### src/rtl/pc_fetch_unit.sv
// Instruction fetch: program counter plus the IF/ID pipeline register, with stall and branch redirect.
// Latency: a redirect target is on pc one cycle after branch_taken; its instruction reaches IF/ID at the next advance.
// Backpressure: stall holds pc, IF/ID and fetch_count; branch_taken overrides stall and inserts a bubble.
module pc_fetch_unit #(
    parameter int               WIDTH     = 64,
    parameter logic [WIDTH-1:0] RESET_PC  = '0,
    parameter logic [31:0]      NOP_INSTR = 32'h00000013,
    parameter int               CNT_W     = 32
) (
    input  logic             clk,
    input  logic             reset,
    input  logic             stall,
    input  logic             branch_taken,
    input  logic [WIDTH-1:0] branch_target,
    input  logic [WIDTH-1:0] pc_plus4,
    input  logic [31:0]      instr,
    output logic [WIDTH-1:0] pc,
    output logic [WIDTH-1:0] if_id_pc,
    output logic [31:0]      if_id_instr,
    output logic             if_id_valid,
    output logic             misalign_err,
    output logic [CNT_W-1:0] fetch_count
);

    typedef enum logic [1:0] {
        RUN    = 2'd0,
        HOLD   = 2'd1,
        BUBBLE = 2'd2
    } state_t;

    state_t           state, state_nxt;
    logic [WIDTH-1:0] pc_nxt;
    logic [WIDTH-1:0] if_id_pc_nxt;
    logic [31:0]      if_id_instr_nxt;
    logic             if_id_valid_nxt;
    logic             misalign_err_nxt;
    logic [CNT_W-1:0] fetch_count_nxt;

    always_ff @(posedge clk) begin
        if (reset) begin
            state        <= BUBBLE;
            pc           <= RESET_PC;
            if_id_pc     <= '0;
            if_id_instr  <= NOP_INSTR;
            if_id_valid  <= 1'b0;
            misalign_err <= 1'b0;
            fetch_count  <= '0;
        end else begin
            state        <= state_nxt;
            pc           <= pc_nxt;
            if_id_pc     <= if_id_pc_nxt;
            if_id_instr  <= if_id_instr_nxt;
            if_id_valid  <= if_id_valid_nxt;
            misalign_err <= misalign_err_nxt;
            fetch_count  <= fetch_count_nxt;
        end
    end

    always_comb begin
        state_nxt        = state;
        pc_nxt           = pc;
        if_id_pc_nxt     = if_id_pc;
        if_id_instr_nxt  = if_id_instr;
        if_id_valid_nxt  = if_id_valid;
        misalign_err_nxt = misalign_err;
        fetch_count_nxt  = fetch_count;

        if (branch_taken) begin
            state_nxt       = BUBBLE;
            pc_nxt          = {branch_target[WIDTH-1:2], 2'b00};
            if_id_pc_nxt    = '0;
            if_id_instr_nxt = NOP_INSTR;
            if_id_valid_nxt = 1'b0;
            if (branch_target[1:0] != 2'b00)
                misalign_err_nxt = 1'b1;
        end else if (stall) begin
            state_nxt = HOLD;
            // A stall straight after a redirect keeps the bubble in ID.
            if (state == BUBBLE) begin
                state_nxt       = BUBBLE;
                if_id_pc_nxt    = '0;
                if_id_instr_nxt = NOP_INSTR;
                if_id_valid_nxt = 1'b0;
            end
        end else begin
            state_nxt       = RUN;
            pc_nxt          = pc_plus4;
            if_id_pc_nxt    = pc;
            if_id_instr_nxt = instr;
            if_id_valid_nxt = 1'b1;
            if (fetch_count != {CNT_W{1'b1}})
                fetch_count_nxt = fetch_count + 1'b1;
        end
    end

endmodule

### config.mk
export PLATFORM = sky130hd
export DESIGN_NAME = pc_fetch_unit
export DESIGN_NICKNAME = d
export VERILOG_FILES = /design/src/rtl/pc_fetch_unit.sv
export SDC_FILE = /design/constraint.sdc
export NUM_CORES = 1
export LEC_CHECK = 0
export BUFFER_PORTS_ARGS = -buffer_cell sky130_fd_sc_hd__buf_4
export CELL_PAD_IN_SITES_DETAIL_PLACEMENT = 1
export CELL_PAD_IN_SITES_GLOBAL_PLACEMENT = 1
export CORE_UTILIZATION = 34
export CTS_BUF_LIST = sky130_fd_sc_hd__clkbuf_4
export DETAILED_ROUTE_END_ITERATION = 6
export GPL_TIMING_DRIVEN = 0
export PLACE_DENSITY_LB_ADDON = 0.1
export SLEW_MARGIN = 10
export SYNTH_ARGS = -nofsm -noshare
export SYNTH_HDL_FRONTEND = slang
export SYNTH_SLANG_ARGS = --single-unit
### constraint.sdc
create_clock -name clk -period 2.15 [get_ports clk]
set_clock_uncertainty 0.15 [all_clocks]
set_input_delay 0.43 -clock clk [delete_from_list [all_inputs] [get_ports clk]]
set_output_delay 0.43 -clock clk [all_outputs]
set_load 0.02 [all_outputs]
==> Word level (Yosys, flattened, before mapping) <==
Cells that the tools add are included.
{ "totals": {"register_bits": 196, "input_bits": 164, "out_inout_bits": 194, "elab_cells": 31} }
{ "op_classes": {"addsub": 1, "eq_ne": 4, "n_mux": 10, "bitwise": 2, "n_reduce_logical": 5} }
{ "op_table": {"columns": ["operator", "n"], "rows": [
  ["64-bit 2-to-1 mux", 4],
  ["32-bit 2-to-1 mux", 2],
  ["32-bit by 1-bit adder with 32-bit output, second input constant", 1],
  ["32-bit inequality test, second input constant", 1],
  ["2-bit 2-to-1 mux", 2],
  ["2-bit by 1-bit inequality test with 1-bit output, second input constant", 2],
  ["3-bit AND reduction", 1],
  ["3-bit OR reduction", 1],
  ["2-bit equality test, second input constant", 1],
  ["1-bit 2-to-1 mux", 2],
  ["1-bit inverter", 2],
  ["2-bit AND reduction", 1],
  ["2-bit nonzero test", 1],
  ["2-bit OR reduction", 1]
]} }

==> Logic depth before layout (Yosys ltp) <==
Gate-level depths: netlist of run 1.
{ "logic_depth": {"depth_word": 3, "mapped_depth": 8} }

==> Least setup slack after synthesis of run 1 <==
Ideal clock, no wire load.
{ "synth_path": {"path_kind": "reg-to-reg", "from": "register fetch_count[0]", "to": "register fetch_count[8]", "setup_time_ps": 70, "arrival_ps": 1867, "slack_ps": 63, "stages_incl_launch_ff": 8, "path_buffers": 1, "path_cell_list": "dfxtp_1 ha_1 and3_1 and3_1 a31o_2 buf_2 or3_1 a21oi_1"} }
{ "synth_via": {"elab_chain_cells": 2, "elab_cells_between_ends": 3, "cone_classes": "1 x add/sub; 1 x eq/ne; 1 x reduce/logical"} }
{ "synth_rtl": {"columns": ["item", "line", "source"], "rows": [
  ["from (decl)", "22", "output logic [CNT_W-1:0] fetch_count"],
  ["from (signal assigned)", "55", "fetch_count <= fetch_count_nxt;"],
  ["branches (longest 2 deep; another with 32-bit by 1-bit adder with 32-bit output)", null, null]
]} }
Several ways; the timed one is not identified.
A chain may end at the register's enable or synchronous reset.

==> Final worst setup path of run 1 <==
{ "layout_path": {"from": "register fetch_count[0]", "to": "register fetch_count[2]"} }
The elaborated chain is that of the path after synthesis.

==> impl_metrics.json, run 1 <==
{
  "outcome": "finished, final reports clean",
  "hold_viol": 0,
  "portBuffers": 356,
  "cp.required_ns": 2.51,
  "htree_levels": 4,
  "ys.flop_type": "dfxtp_1",
  "synth-seq-area-share": 0.527,
  "io_pins": 358,
  "worstPathCellList": "ha_1 -> and3_4 -> and3_4 -> a31o_2 -> buf_4 -> or3_1 -> a21oi_2",
  "critPathMaxFanout": 10,
  "synth_area_um2": 7450,
  "gp_congestion": 0.809,
  "worst-endpoint-arrival_ns": 2.43,
  "power_density_nw_per_um2": 588,
  "switchingPower_mw": 2.03,
  "yosysUniqueCellTypes": 41,
  "place_ws_ns": -0.601,
  "dr.pass1.iters": 4,
  "drc_errors": 0,
  "placed_cells": 1408,
  "die_area_um2": 22500,
  "stdcell_count": 1555,
  "cp-start-kind": "flip-flop",
  "hpwl_um": 21500,
  "start_util": 0.351,
  "core_um2": 21200,
  "wl_met3_um": 2090,
  "fillerInstances": 2442,
  "tns_ns": 0,
  "clkTransAtPathRegs_ns": 0.18,
  "wl_per_cell_um": 19.6,
  "holdCritPathClass": "primary input to flip-flop",
  "setup_violations": 0,
  "max_freq_mhz": 482,
  "async_flop_share": 0,
  "syn_avg_cell_area_um2": 9.59,
  "cts_tree": "yes",
  "p_seq_frac": 0.549,
  "vdd_drop_max_mv": 0.405,
  "vias": 7925,
  "antenna_found_initial": 1,
  "clock_latency_ns": 0.60,
  "p_comb_frac": 0.173,
  "fin_crit_sh": 0.965,
  "wl_met2_um": 15300,
  "area_growth_pct": 60.2,
  "dieHeight_um": 150,
  "p_clk_frac": 0.279,
  "cp_num_cells": 7,
  "fin_ws_ns": 0.0749,
  "intPower_mw": 4.98,
  "crit_top_cell": "and3_4",
  "dpl_cell_area_um2": 10500,
  "synth_edf_count": 0,
  "whs_path_depth": 5,
  "p_leak_nw": 5.42,
  "ant_nets": 0,
  "worst_setup_path_end_kind": "flip-flop",
  "rows": 53,
  "grt_pass1_wl_um": 45600,
  "top_layer": "met4",
  "synth_nets": 942,
  "rsz0062_at_grt": "false",
  "postLayoutCoreUtil": 0.562,
  "grt_start_max_net_pins": 18,
  "die_x_um": 150,
  "drt-initial-drc-count": 239,
  "wl_met1_um": 12200,
  "vias_per_cell": 5.10,
  "cts_made_buffers": 17,
  "crit_family": "simple AND/OR/NAND/NOR gates",
  "cp_slowest_cell": "dfxtp_4",
  "critPathBufInv": 1,
  "cap_viol_max_count": 0,
  "switching_share": 0.289,
  "tightest_slew_ns": 0.986,
  "stdcell_area_um2": 11900,
  "clockRootBuffer": "clkbuf_4",
  "syn_inst": 777,
  "holdWs_ns": 0.0338,
  "yosysWarnings": 0,
  "slew_headroom": 0.343,
  "yosysTopAreaCell": "dfxtp_1",
  "grt_overflow": 0,
  "fin_crit_ns": 2.08,
  "finalMaxSlewViolations": 0,
  "yosys-top-cells-area": "dfxtp_1 53%, a22o_1 11%, mux2i_1 8.6%",
  "rr_worst_depth": 7,
  "grt.total_usage": 0.266,
  "clk_path_buf_depth": 2,
  "grt_pass1_vias": 8203,
  "nNetsFinal": 1432,
  "cts_num_sinks": 196,
  "total_power_mw": 7.01,
  "routed_wl_um": 30500,
  "drive_gt1_frac": 0.346,
  "synth_top_area_frac": 0.527,
  "crit_type": "flip-flop to flip-flop",
  "slowest_delay_ns": 0.37,
  "ys_ff_latch": 196
}
[worst reg2reg max path: stages (launching register included)]
cell and delay [ns]:
dfxtp_4 0.37, ha_1 0.22, and3_4 0.21, and3_4 0.18
a31o_2 0.26, buf_4 0.17, or3_1 0.33, a21oi_2 0.14
[placed cells by master (no fill, tap or decap), drive strengths merged, types with 12 or more instances in the layout]
cell	count
buf	385
nand2	17
or3	17
clkbuf	54
inv	13
nor2	139
a22o	93
dlygate4sd3	108
a21oi	88
dfxtp	196
mux2i	64
o21ai	19
nor3	12
[power groups by stage]
stage / registers, mW / clock network (mW) / logic, mW
CTS: 3.85 / 2.02 / 1.20
floorplan: 4.05 / 0 / 0.335
global route: 3.86 / 2.15 / 1.30
finish: 3.85 / 1.95 / 1.21
detailed placement: 3.93 / 0 / 1.02
global placement: 3.92 / 0 / 1.01
[synthesized netlist by cell type (4+ instances only)]
cell type and count:
a21oi_1 88, a22o_1 93, and3_1 4, and4_1 5
buf_1 7, buf_2 14, clkbuf_1 35, dfxtp_1 196
inv_1 9, mux2i_1 64, nand2_1 17, nand3_1 11
nand4_1 10, nor2_1 139, nor3_1 10, o21ai_0 18
o31ai_1 6, or3_1 17, or4_1 6
[metal layers]
metal  track usage  vias up
li1              -     3777
met1         0.300     3826
met2         0.479      277
met3        0.0707       45
met4        0.0960        0
met5             0        -
[path summary, 6_finish.rpt]
kind / from / end / slack [ns]
hold / removal: pc_plus4[18] / pc[18]$_SDFFE_PP0P_ / 0.03
setup / recovery: fetch_count[0]$_SDFFE_PP0P_ / fetch_count[2]$_SDFFE_PP0P_ / 0.07
setup reg to reg: fetch_count[0]$_SDFFE_PP0P_ / fetch_count[2]$_SDFFE_PP0P_ / 0.07
hold reg to reg: if_id_valid$_SDFFE_PP0P_ / if_id_valid$_SDFFE_PP0P_ / 0.31
[what timing repair did]
action | in CTS | in global routing
endpoints found under the hold margin | 98 | 0
endpoints found under the setup margin | 82 | 60
gates resized for setup | 15 | 20
hold buffers | 108 | 0
pin swaps | 3 | 5
setup buffers | 4 | 3
[registers in the layout (all words and copies together) (netlist names)]
register,count
misalign_err,1
pc,64
if_id_pc,64
fetch_count,32
state,2
if_id_valid,1
if_id_instr,32
[cells by family (layout without fill, tap and decap cells)]
logic type,Yosys count,count (layout),synth area share
simple gates,227,227,0.141
compound gates,217,217,0.201
flops,196,196,0.527
buf+inv,67,569,0.0381
mux,66,66,0.0890
xor+xnor,3,3,0.00353
fa+ha+maj,1,1,0.00168
other cells,0,1,0
[area by class of cell]
cell class              instances  area [um2]  area share
clock inverters                13         128      0.0107
clock buffers                  18         135      0.0113
repair buffers                471        3810       0.319
inverters                       9        33.8     0.00283
flip-flops and latches        196        3940       0.330
plain buffers                  58         263      0.0220
diodes                          1        2.50    0.000210
well taps                     275         344      0.0288
multi-input cells             514        3280       0.275
(Power assumes the default switching activity.)
==> run 2: changes to the inputs <==
--- a/config.mk
+++ b/config.mk
@@ -5,7 +5,7 @@
 export SDC_FILE = /design/constraint.sdc
 export NUM_CORES = 1
 export LEC_CHECK = 0
-export BUFFER_PORTS_ARGS = -buffer_cell sky130_fd_sc_hd__buf_4
+export BUFFER_PORTS_ARGS = -buffer_cell sky130_fd_sc_hd__buf_2
 export CELL_PAD_IN_SITES_DETAIL_PLACEMENT = 1
 export CELL_PAD_IN_SITES_GLOBAL_PLACEMENT = 1
 export CORE_UTILIZATION = 34
==> run 2 against run 1 <==
Against the previous run:
- register-to-register slack hardly changed
- sequential power hardly changed
- non-clock buffer count is 25 higher
- clock power is 3% lower
- global-route usage is 0.88 points lower
- flip-flop and latch count stayed put
- critical path depth is 1 lower
- utilization is 2.9 points lower
- largest cell class is now flip-flops and latches
==> impl_metrics.json, run 2 (same netlist as run 1, synthesis figures left out) <==
{
  "outcome": "finished, final reports clean",
  "holdCritPathClass": "primary input to flip-flop",
  "fin_crit_ns": 2.07,
  "worst-endpoint-arrival_ns": 2.45,
  "clkTransAtPathRegs_ns": 0.17,
  "drc_errors": 0,
  "drt-initial-drc-count": 232,
  "ant_nets": 0,
  "htree_levels": 4,
  "clock_latency_ns": 0.61,
  "start_util": 0.351,
  "largestRegisters": "if_id_pc x64, pc x64",
  "total_power_mw": 6.83,
  "final_cell_mix": "369 x buf_2, 186 x dfxtp_1, 138 x nor2_1",
  "grt.total_usage": 0.258,
  "wl_per_cell_um": 18.6,
  "gp_congestion": 0.809,
  "max_freq_mhz": 482,
  "vdd_drop_max_mv": 0.333,
  "fillerInstances": 2554,
  "fin_crit_sh": 0.965,
  "drive_gt1_frac": 0.343,
  "core_um2": 21200,
  "die_area_um2": 22500,
  "die_x_um": 150,
  "power_density_nw_per_um2": 603,
  "portBuffers": 356,
  "finalMaxSlewViolations": 0,
  "p_leak_nw": 5.39,
  "vias": 8043,
  "grt_pass1_wl_um": 44200,
  "hpwl_um": 21000,
  "hold_viol": 0,
  "multiInputGateArea_um2": 3290,
  "critPathMaxFanout": 6,
  "clk_path_buf_depth": 2,
  "crit_type": "flip-flop to flip-flop",
  "rows": 53,
  "nNetsFinal": 1457,
  "routed_wl_um": 29400,
  "cts_made_buffers": 17,
  "holdWs_ns": 0.0352,
  "io_pins": 358,
  "grt_start_max_net_pins": 19,
  "cap_viol_max_count": 0,
  "antenna_found_initial": 3,
  "tightest_slew_ns": 1.06,
  "setup_violations": 0,
  "seqCellArea_um2": 3940,
  "cts_tree": "yes",
  "slew_headroom": 0.292,
  "tns_ns": 0,
  "cp-start-kind": "flip-flop",
  "cp.required_ns": 2.52,
  "grt_pass1_vias": 8137,
  "layout_commonest_cell": "buf_2",
  "dieHeight_um": 150,
  "vias_per_cell": 5.08,
  "worst_setup_path_end_kind": "flip-flop",
  "grt_overflow": 0,
  "clockRootBuffer": "clkbuf_4",
  "dr.pass1.iters": 4,
  "area_growth_pct": 51.9,
  "cts_num_sinks": 196
}
run 2: per-stage QoR:
stage,util,setup slack [ns],cells,cell area [um2]
final,0.533,0.0762,1583,11300
after global routing,0.533,-0.00390,1582,11300
after CTS,0.530,0.00208,1576,11200
after detailed placement,0.451,-0.656,1408,9580
after global placement,0.451,-0.617,1408,9580
after floorplan,-,0.0626,777,7450
run 2: final cells by class:
cell class,instances,area share
well taps,275,0.0304
plain buffers,58,0.0241
diodes,3,0.000663
repair buffers,496,0.280
inverters,9,0.00299
multi-input cells,514,0.291
flip-flops and latches,196,0.348
clock buffers,18,0.0119
clock inverters,14,0.0111
run 2: path summary, 6_finish.rpt:
kind                                      from                           end  slack (ns)  depth (start not counted)
hold / removal                     pc_plus4[9]            pc[9]$_SDFFE_PP0P_        0.04                          5
setup / recovery  fetch_count[18]$_SDFFE_PP0P_  fetch_count[26]$_SDFFE_PP0P_        0.08                          6
setup reg to reg  fetch_count[18]$_SDFFE_PP0P_  fetch_count[26]$_SDFFE_PP0P_        0.08                          6
hold reg to reg       if_id_valid$_SDFFE_PP0P_      if_id_valid$_SDFFE_PP0P_        0.31                          2
run 2: critical path, cell delays in order (launching register included):
cell     delay [ns]
dfxtp_1        0.44
nand4_1        0.12
buf_4          0.17
nor4_4         0.32
nand4_1        0.27
or3_1          0.37
a21oi_1        0.14
run 2: per-layer routing:
layer | part of all wire | vias up | global-route usage
met3 | 0.063 | 46 | 0.0601
met1 | 0.41 | 3890 | 0.291
met2 | 0.50 | 266 | 0.463
met4 | 0.025 | 0 | 0.103
li1 | - | 3841 | -
met5 | 0 | - | 0
run 2: power by group:
group / total (mW) / internal [mW] / leakage (nW) / switching, mW
clock network: 1.89 / 0.509 / 0.137 / 1.38
logic: 1.10 / 0.524 / 3.65 / 0.575
registers: 3.84 / 3.75 / 1.60 / 0.0876
total: 6.83 / 4.79 / 5.39 / 2.04
run 2: timing repair:
action | in CTS | in global routing
setup buffers | 4 | 4
endpoints found under the setup margin | 79 | 39
hold endpoints to repair | 98 | 0
pin swaps | 2 | 3
gates resized for setup | 18 | 25
hold buffers | 132 | 0
==> run 3: changes to the inputs <==
--- a/config.mk
+++ b/config.mk
@@ -5,6 +5,7 @@
 export SDC_FILE = /design/constraint.sdc
 export NUM_CORES = 1
 export LEC_CHECK = 0
+export ABC_AREA = 1
 export BUFFER_PORTS_ARGS = -buffer_cell sky130_fd_sc_hd__buf_2
 export CELL_PAD_IN_SITES_DETAIL_PLACEMENT = 1
 export CELL_PAD_IN_SITES_GLOBAL_PLACEMENT = 1
==> run 3 against run 2 <==
Against the previous run:
- global-route usage is 1.1 points higher
- sequential share of layout area down 0.94 points
- final cell count is 15% higher
- worst setup slack got worse by 0.016 ns
- utilization decreased by 2.2 points
- count of clock-buffer cells in the layout rose by 1
- flip-flop and latch count unchanged
- register-to-register slack better by 0.10 ns
- critical endpoint is now misalign_err$_SDFFE_PP0P_
- total power increased by 1.6%
- routed wire length rose by 8.6%
- largest power group unchanged
- cell area up 2.3%
==> impl_metrics.json, run 3 <==
{
  "outcome": "finished, final reports clean",
  "hpwl_um": 22600,
  "vias_per_cell": 4.85,
  "grt_overflow": 0,
  "seqCellArea_um2": 3930,
  "power_density_nw_per_um2": 599,
  "async_flop_share": 0,
  "nNetsFinal": 1681,
  "largestRegisters": "if_id_pc x64, pc x64",
  "die_x_um": 154,
  "dpl_cell_area_um2": 9960,
  "drt-initial-drc-count": 386,
  "synth-seq-area-share": 0.501,
  "yosys-top-cells-area": "dfxtp_1 50%, nand2_1 8.5%, inv_1 6.9%",
  "ant_nets": 0,
  "yosysUniqueCellTypes": 28,
  "htree_levels": 4,
  "clkTransAtPathRegs_ns": 0.17,
  "yosysMostFrequentCell": "dfxtp_1",
  "r2r_start": "fetch_count[1]$_SDFFE_PP0P_",
  "ys.flop_type": "dfxtp_1",
  "min_from": "pc_plus4[62]",
  "gp_congestion": 0.824,
  "tightest_slew_ns": 0.695,
  "finalMaxSlewViolations": 0,
  "layout_commonest_cell": "buf_2",
  "drive_gt1_frac": 0.284,
  "fillerInstances": 2933,
  "fin_crit_sh": 0.972,
  "syn_inst": 1011,
  "p_leak_nw": 5.74,
  "area_growth_pct": 47.9,
  "cts_num_sinks": 196,
  "multiInputGateArea_um2": 3080,
  "stdcell_area_um2": 11600,
  "synth_area_um2": 7830,
  "slew_headroom": 0.537,
  "startpoint": "branch_taken",
  "io_pins": 358,
  "wl_per_cell_um": 17.6,
  "synth_edf_count": 0,
  "clockRootBuffer": "clkbuf_4",
  "worst_setup_path_end_kind": "flip-flop",
  "cap_viol_max_count": 0,
  "setup_violations": 0,
  "grt_start_max_net_pins": 20,
  "dr.pass1.iters": 4,
  "vdd_drop_max_mv": 0.376,
  "cts_tree": "yes",
  "antenna_found_initial": 2,
  "synth_nets": 1176,
  "syn_avg_cell_area_um2": 7.75,
  "die_area_um2": 23600,
  "vias": 8807,
  "rows": 55,
  "ys_ff_latch": 196,
  "holdCritPathClass": "primary input to flip-flop",
  "dieHeight_um": 154,
  "start_util": 0.346,
  "drc_errors": 0,
  "hold_viol": 0,
  "worst-endpoint-arrival_ns": 2.48,
  "final_cell_mix": "370 x buf_2, 195 x dfxtp_1, 177 x nand2_1",
  "synth_common_cells": "196 x dfxtp_1, 177 x nand2_1, 145 x inv_1, 110 x nor2_1, 94 x o21ai_0",
  "tns_ns": 0,
  "critPathMaxFanout": 10,
  "cp.required_ns": 2.54,
  "rsz0062_at_grt": "false",
  "crit_type": "primary input to flip-flop",
  "routed_wl_um": 31900,
  "max_freq_mhz": 479,
  "synth_top_area_frac": 0.501,
  "yosysWarnings": 0,
  "yosysTopAreaCell": "dfxtp_1",
  "clock_latency_ns": 0.59,
  "grt_pass1_vias": 8988,
  "core_um2": 22600,
  "clk_path_buf_depth": 2,
  "portBuffers": 355,
  "cp-start-kind": "primary input",
  "grt.total_usage": 0.269,
  "grt_pass1_wl_um": 48900,
  "fin_crit_ns": 2.09,
  "cts_made_buffers": 17
}
==> run 3: changes by cell type after synthesis, sizes merged, moves of 8 or more <==
cell	change
a22o	-33
mux2i	-64
o21ai	+103
nor3	-8
nor2	-19
a22oi	+32
nand3	+26
a21oi	-57
inv	+141
nand2	+164
or3	-17
==> run 3: final cells by class <==
type,count,area share
Inverter,151,0.0492
Antenna cell,2,0.000432
Timing Repair Buffer,486,0.267
Sequential cell,196,0.339
Clock inverter,13,0.0118
Buffer,56,0.0240
Multi-Input combinational cell,608,0.266
Clock buffer,19,0.0123
Tap cell,285,0.0308
==> run 3: worst paths after layout <==
check,endpoint,slack [ns],depth (start not counted)
worst max register to register,fetch_count[26]$_SDFFE_PP0P_,0.18,10
worst min register to register,if_id_pc[22]$_SDFFE_PP0P_,0.32,2
worst max-delay path,misalign_err$_SDFFE_PP0P_,0.06,7
worst min-delay path,pc[62]$_SDFFE_PP0P_,0.03,5
==> run 3: timing repair <==
item | 4_1_cts | 5_1_grt
gates resized for setup | 0 | 10
hold buffers | 131 | 0
setup endpoints to repair | 0 | 38
hold endpoints to repair | 84 | 0
buffers inserted | 0 | 0
==> run 3: worst max-delay path, cell delays in order <==
cell and delay [ns]:
buf_2 0.08, buf_2 0.30, clkbuf_2 0.30, o21ai_0 0.12
dlygate4sd3_1 0.58, a21oi_1 0.12, dlygate4sd3_1 0.55
==> run 3: power by group <==
| group | total, mW | internal (mW) | switching [mW] |
|---|---|---|---|
| logic | 1.12 | 0.509 | 0.613 |
| registers | 3.82 | 3.76 | 0.0602 |
| clock network | 2.00 | 0.551 | 1.45 |
==> run 3: metal layers <==
layer	track usage	up-vias	part of all wire	routed length, um
li1	-	4298	-	-
met1	0.297	4146	0.40	12900
met2	0.483	276	0.49	15800
met3	0.0671	87	0.063	2000
met4	0.125	0	0.041	1300
met5	0	-	0	0
==> run 3: cell families after synthesis <==
kind of cell	Yosys count	share of synthesized area
adders and majority gates	1	0.00160
DFF	196	0.501
buffers and inverters	207	0.107
AOI/OAI and AO/OA	252	0.204
and+or+nand+nor	355	0.187
==> run 3: through the flow <==
step                      hold WS [ns]  power (mW)  setup WS [ns]   util  cells
final                           0.0291        6.94         0.0606  0.511   1816
after global placement           0.283        4.77         -0.189  0.440   1651
after floorplan                  0.334        4.36          0.265      -   1011
after global routing           0.00151        7.28        0.00408  0.511   1816
after detailed placement         0.291        4.79         -0.247  0.440   1651
after CTS                     0.000357        7.00        0.00351  0.510   1814
